===== src/rtl/mul_seq_ctrl_pkg.sv =====
// rtl/mul_seq_ctrl_pkg.sv - shared types and constants for the M-extension sequencer
package mul_seq_ctrl_pkg;

   // Sequencer states
   typedef enum logic [1:0] {
      ST_IDLE = 2'd0,
      ST_BUSY = 2'd1,
      ST_DONE = 2'd2
   } mul_state_e;

   // funct3 encodings of the eight M-extension operations
   localparam logic [2:0] F3_MUL    = 3'b000;
   localparam logic [2:0] F3_MULH   = 3'b001;
   localparam logic [2:0] F3_MULHSU = 3'b010;
   localparam logic [2:0] F3_MULHU  = 3'b011;
   localparam logic [2:0] F3_DIV    = 3'b100;
   localparam logic [2:0] F3_DIVU   = 3'b101;
   localparam logic [2:0] F3_REM    = 3'b110;
   localparam logic [2:0] F3_REMU   = 3'b111;

   // Default latencies (total stall cycles) and counter width
   localparam int MUL_LAT_DEF = 3;
   localparam int DIV_LAT_DEF = 33;
   localparam int CNT_W_DEF   = 6;

   // Divide/remainder ops all have funct3[2] set
   function automatic logic is_div_op(input logic [2:0] f3);
      return f3[2];
   endfunction

endpackage


===== src/rtl/mul_lat_counter.sv =====
// rtl/mul_lat_counter.sv - loadable down-counter with a last-cycle flag
module mul_lat_counter #(
   parameter int CNT_W = 6
) (
   input  logic             clk,
   input  logic             rst,
   input  logic             clr,
   input  logic             load,
   input  logic [CNT_W-1:0] load_val,
   input  logic             dec,
   output logic [CNT_W-1:0] cnt,
   output logic             last
);

   // Clear wins over load, load wins over decrement
   always_ff @(posedge clk or negedge rst) begin
      if (!rst) begin
         cnt <= '0;
      end else if (clr) begin
         cnt <= '0;
      end else if (load) begin
         cnt <= load_val;
      end else if (dec) begin
         cnt <= cnt - 1'b1;
      end
   end

   // Final BUSY cycle is the one where the count has reached one
   assign last = (cnt == CNT_W'(1));

endmodule


===== src/rtl/mul_seq_ctrl.sv =====
// rtl/mul_seq_ctrl.sv - stall/write-back sequencer for the multi-cycle mul/div unit
module mul_seq_ctrl
   import mul_seq_ctrl_pkg::*;
#(
   parameter int MUL_LAT = MUL_LAT_DEF,
   parameter int DIV_LAT = DIV_LAT_DEF,
   parameter int CNT_W   = CNT_W_DEF
) (
   input  logic        clk,
   input  logic        rst,
   input  logic        mul_req,
   input  logic [2:0]  mul_funct3,
   input  logic        div_by_zero,
   input  logic        kill,
   input  logic        ext_stall,
   output logic        mul_start,
   output logic [2:0]  mul_op,
   output logic        mul_stall,
   output logic        mul_busy,
   output logic        mul_wb_en,
   output logic [31:0] mul_stall_cnt
);

   // The accept cycle is itself a stall cycle, so the counter holds LAT-1
   localparam logic [CNT_W-1:0] MUL_LOAD = CNT_W'(MUL_LAT - 1);
   localparam logic [CNT_W-1:0] DIV_LOAD = CNT_W'(DIV_LAT - 1);

   mul_state_e       state;
   mul_state_e       state_nxt;
   logic             accept;
   logic             start_c;
   logic             stall_c;
   logic             wb_en_c;
   logic             cnt_clr;
   logic             cnt_load;
   logic             cnt_dec;
   logic [CNT_W-1:0] cnt_load_val;
   logic [CNT_W-1:0] cnt;
   logic             cnt_last;

   assign cnt_load_val = is_div_op(mul_funct3) ? DIV_LOAD : MUL_LOAD;

   mul_lat_counter #(
      .CNT_W (CNT_W)
   ) u_lat_cnt (
      .clk      (clk),
      .rst      (rst),
      .clr      (cnt_clr),
      .load     (cnt_load),
      .load_val (cnt_load_val),
      .dec      (cnt_dec),
      .cnt      (cnt),
      .last     (cnt_last)
   );

   // State register
   always_ff @(posedge clk or negedge rst) begin
      if (!rst) begin
         state <= ST_IDLE;
      end else begin
         state <= state_nxt;
      end
   end

   // Next-state and output decode; kill overrides everything and silences outputs
   always_comb begin
      state_nxt = state;
      accept    = 1'b0;
      start_c   = 1'b0;
      stall_c   = 1'b0;
      wb_en_c   = 1'b0;
      cnt_clr   = 1'b0;
      cnt_load  = 1'b0;
      cnt_dec   = 1'b0;
      if (kill) begin
         state_nxt = ST_IDLE;
         cnt_clr   = 1'b1;
      end else begin
         case (state)
            ST_IDLE: begin
               if (mul_req) begin
                  accept  = 1'b1;
                  start_c = 1'b1;
                  stall_c = 1'b1;
                  if (div_by_zero && is_div_op(mul_funct3)) begin
                     state_nxt = ST_DONE;
                  end else begin
                     state_nxt = ST_BUSY;
                     cnt_load  = 1'b1;
                  end
               end
            end
            ST_BUSY: begin
               stall_c = 1'b1;
               if (cnt_last) begin
                  state_nxt = ST_DONE;
               end else begin
                  cnt_dec = 1'b1;
               end
            end
            ST_DONE: begin
               // mul_req here is the same instruction moving on, never a new one
               wb_en_c = 1'b1;
               if (!ext_stall) begin
                  state_nxt = ST_IDLE;
               end
            end
            default: begin
               state_nxt = ST_IDLE;
            end
         endcase
      end
   end

   // Combinational outputs are forced low while reset is held
   assign mul_start = start_c & rst;
   assign mul_stall = stall_c & rst;
   assign mul_wb_en = wb_en_c & rst;
   assign mul_busy  = (state != ST_IDLE);

   // Operation code captured at accept and held for the unit and write-back
   always_ff @(posedge clk or negedge rst) begin
      if (!rst) begin
         mul_op <= 3'b000;
      end else if (accept) begin
         mul_op <= mul_funct3;
      end
   end

   // Saturating count of stalled cycles; survives kill, cleared only by reset
   always_ff @(posedge clk or negedge rst) begin
      if (!rst) begin
         mul_stall_cnt <= 32'd0;
      end else if (mul_stall && (mul_stall_cnt != 32'hFFFF_FFFF)) begin
         mul_stall_cnt <= mul_stall_cnt + 32'd1;
      end
   end

endmodule

===== config.mk =====
export PLATFORM = sky130hd
export DESIGN_NAME = mul_seq_ctrl
export DESIGN_NICKNAME = d
export VERILOG_FILES = /design/src/rtl/mul_seq_ctrl_pkg.sv /design/src/rtl/mul_lat_counter.sv /design/src/rtl/mul_seq_ctrl.sv
export SDC_FILE = /design/constraint.sdc
export NUM_CORES = 1
export LEC_CHECK = 0
export CORE_MARGIN = 5
export CORE_UTILIZATION = 46
export DETAILED_ROUTE_END_ITERATION = 8
export PLACE_DENSITY = 0.74
export SYNTH_ARGS = -nofsm -noshare
export SYNTH_HDL_FRONTEND = slang
export SYNTH_SLANG_ARGS = --single-unit
export TNS_END_PERCENT = 30

===== constraint.sdc =====
create_clock -name clk -period 1.7 [get_ports clk]
set_input_delay 0.17 -clock clk [delete_from_list [all_inputs] [get_ports clk]]
set_output_delay 0.17 -clock clk [all_outputs]
set_load 0.05 [all_outputs]

==> impl_metrics.env <==
export IMPL_drv_slew=0
export IMPL_postSynthRegisterBits=43
export IMPL_final_nets=342
export IMPL_avgSynthCellArea_um2=10.71
export IMPL_grt_overflow_total=0
export IMPL_cts_made_buffers=5
export IMPL_synth_edf_count=0
export IMPL_dpl_cell_count=385
export IMPL_first_pass_iters=4
export IMPL_antenna_cells=0
export IMPL_seq_area_frac_synth_pct=48.31
export IMPL_fmax_mhz=512.9
export IMPL_synthCells=208
export IMPL_yosys_area_share_xor_xnor_pct=12.98
export IMPL_placedInstanceArea_um2=3273
export IMPL_fp_dieH_um=79.58
export IMPL_grt_pass1_vias=2091
export IMPL_drive_gt1_share_pct=58.61
export IMPL_synth_area_leaders="dfrtp_1, xnor2_1, nand3_1"
export IMPL_crit_arrival_ns=2.14
export IMPL_cp_num_buf_inv=2
export IMPL_synth_area_um2=2227
export IMPL_grt_pass1_wl_um=9694
export IMPL_portBuffers=47
export IMPL_tightest_slew_ns=0.5557
export IMPL_fin_crit_sh_pct=114.7
export IMPL_drt_iter0_markers=147
export IMPL_finalHoldViolCount=43
export IMPL_dpl_worst_slack_ns=-0.3669
export IMPL_synth_compound_area_share_pct=5.899
export IMPL_critPathKind="flop to flop"
export IMPL_crit_required_ns=1.89
export IMPL_crit_path_end_kind="flop"
export IMPL_synth_cell_types=49
export IMPL_final_cell_count_no_fill=398
export IMPL_use_met1_pct=25.82
export IMPL_fin_crit_ns=1.950
export IMPL_cts_tree="built"
export IMPL_grtUsageMet2_pct=32.05
export IMPL_path_delay_family="simple AND/OR/NAND/NOR gates"
export IMPL_start_kind="flop"
export IMPL_synth_top_family_by_area="simple AND/OR/NAND/NOR gates"
export IMPL_clockRootBuffer="clkbuf_8"
export IMPL_busiest_layer="met2"
export IMPL_antenna_left=0
export IMPL_status="complete, but fails checks"
export IMPL_grt_max_degree=46
export IMPL_die_area_um2=6333
export IMPL_final_common_cell="buf_4"
export IMPL_final_cell_mix="buf_4, dfrtp_2, xnor2_1, dfrtp_1, nand3_1"
export IMPL_slew_headroom_pct=62.95
export IMPL_nFillCells=316
export IMPL_synth_flop_cell="dfrtp_1"
export IMPL_die_w_um=79.58
export IMPL_skew_ns=0.009265
export IMPL_clk_transition_reported_paths_ns=0.08
export IMPL_ios=48
export IMPL_power_density_nw_per_um2=907.8
export IMPL_wl_per_cell_um=15.24
export IMPL_path_cells="ha_4 > and4_4 > buf_6 > nand4b_1 > a31oi_1 > buf_4 > nand4_1 > xnor2_1"
export IMPL_synth_top_area_share_pct=48.31
export IMPL_wirelength_um=6065
export IMPL_area_growth_pct=62.42
export IMPL_whs_ns=-0.02237
export IMPL_failed_checks="negative hold slack, negative setup slack"
export IMPL_clkLatencyLatePin_ns=0.30
export IMPL_num_rows=25
export IMPL_via_per_inst=5.229
export IMPL_place_gp_congestion=0.8420
export IMPL_start_util_pct=47.15
export IMPL_grt_use_met3_pct=4.176
export IMPL_fin_area_um2=3617
export IMPL_num_vias=2081
export IMPL_synth_top_area_cell="dfrtp_1"
export IMPL_rsz0062_at_grt="true"
export IMPL_setup_viol=15
export IMPL_synth_mux_area_share_pct=2.022
export IMPL_grtUsageTotal_pct=19.78
export IMPL_synthSimpleGateAreaFrac_pct=26.85
export IMPL_ys_warn_count=0
export IMPL_slowest_delay_ns=0.39
export IMPL_place_hpwl_um=4294
export IMPL_core_area_um2=4723
export IMPL_maxCapViolations=0
export IMPL_hp_class="input pin to async pin"
export IMPL_drc=0
export IMPL_peakVddDrop_v=0.001076
export IMPL_clockBufferDepth=2
export IMPL_synth_nets=220
export IMPL_htreeDepth=2
export IMPL_worst_slack_ns=-0.2498
export IMPL_antenna_found_initial=0
export IMPL_cp_max_fo=5
export IMPL_synth_async_reset_ratio_pct=100.0
export IMPL_synthAdderAreaFrac_pct=1.685
export IMPL_crit_slowest_cell="dfrtp_2"
export IMPL_cts_sinks=43
export IMPL_leakage_nw=1.697
-- worst reg2reg max path: stages, from the launching register on --
cell and delay, ns:
dfrtp_2 0.39, ha_4 0.13, and4_4 0.22, buf_6 0.09, nand4b_1 0.23, a31oi_1 0.33, buf_4 0.21, nand4_1 0.10
xnor2_1 0.14
-- report_power, final --
part	switching [mW]	internal, mW	leakage (nW)
logic	0.752	0.581	1.11
clock network	0.333	0.371	0.0515
registers	0.0940	1.15	0.532
-- flip-flops by register name (all words and copies together), names as in the netlist --
name           count
u_lat_cnt.cnt      6
mul_stall_cnt     32
mul_op             3
state              2
-- final timing paths --
path	startpoint	endpoint	slack [ns]	cells past startpoint
worst min register to register	mul_op[1]$_DFFE_PN0P_	mul_op[1]$_DFFE_PN0P_	0.51	1
min in group clk	mul_funct3[1]	mul_op[1]$_DFFE_PN0P_	0.50	2
worst max register to register	mul_stall_cnt[0]$_DFFE_PN0P_	mul_stall_cnt[14]$_DFFE_PN0P_	-0.25	8
worst max-delay path	mul_stall_cnt[0]$_DFFE_PN0P_	mul_stall_cnt[14]$_DFFE_PN0P_	-0.25	8
max in group asynchronous	rst	mul_stall_cnt[3]$_DFFE_PN0P_	1.31	2
worst min-delay path	rst	state[0]$_DFFE_PN0P_	-0.02	2
-- timing repair --
action	in CTS	in global routing
setup endpoints to repair	27	34
pin swaps	11	6
setup buffers	2	3
resized for setup	23	15
endpoints found under the hold margin	43	0
-- stage by stage --
stage               TNS, ns  utilization, %  total power [mW]
finish               -2.230           76.58             3.284
global route         -3.965           76.58             3.444
CTS                  -1.866           74.36             3.242
detailed placement   -6.397           69.30             2.467
global placement     -4.928           69.30             2.439
floorplan            -3.269               -             1.959
-- metal layers --
metal  wire, µm  up-vias
li1           -     1002
met1       2661     1011
met2       3015       56
met3        246       12
met4        141        0
met5          0        -
-- final cells by class --
type	instances	area [µm²]	share of cell area, %
Multi-Input combinational cell	153	1319	36.46
Inverter	6	22.52	0.6226
Tap cell	67	83.83	2.318
Timing Repair Buffer	121	979.7	27.08
Clock buffer	8	100.1	2.767
Sequential cell	43	1112	30.75
-- cell usage after synthesis, types with 2 or more instances --
cell and n:
buf_2 4, nor3b_1 3, mux2_2 4, ha_1 3, xor2_1 10, nor3_1 3
xnor2_1 23, and2_1 3, o21ai_0 2, and4_1 3, dfrtp_1 43, nand4_1 8
nor4b_1 4, or2_2 3, inv_1 6, a31oi_1 2, nand2_1 10, a21oi_1 4
nor2_1 12, clkbuf_1 2, o31ai_1 2, and3_1 6, nand3_1 20, nand2b_1 2
nand3b_1 2
-- kinds of logic after synthesis --
kind of cell               after synthesis
xor gates and xnor gates                33
DFF                                     43
and+or+nand+nor                         94
AOI/OAI and AO/OA                       19
adders and majority gates                3
buffers and inverters                   12
muxes                                    4
Power figures use the tool's default switching activity.
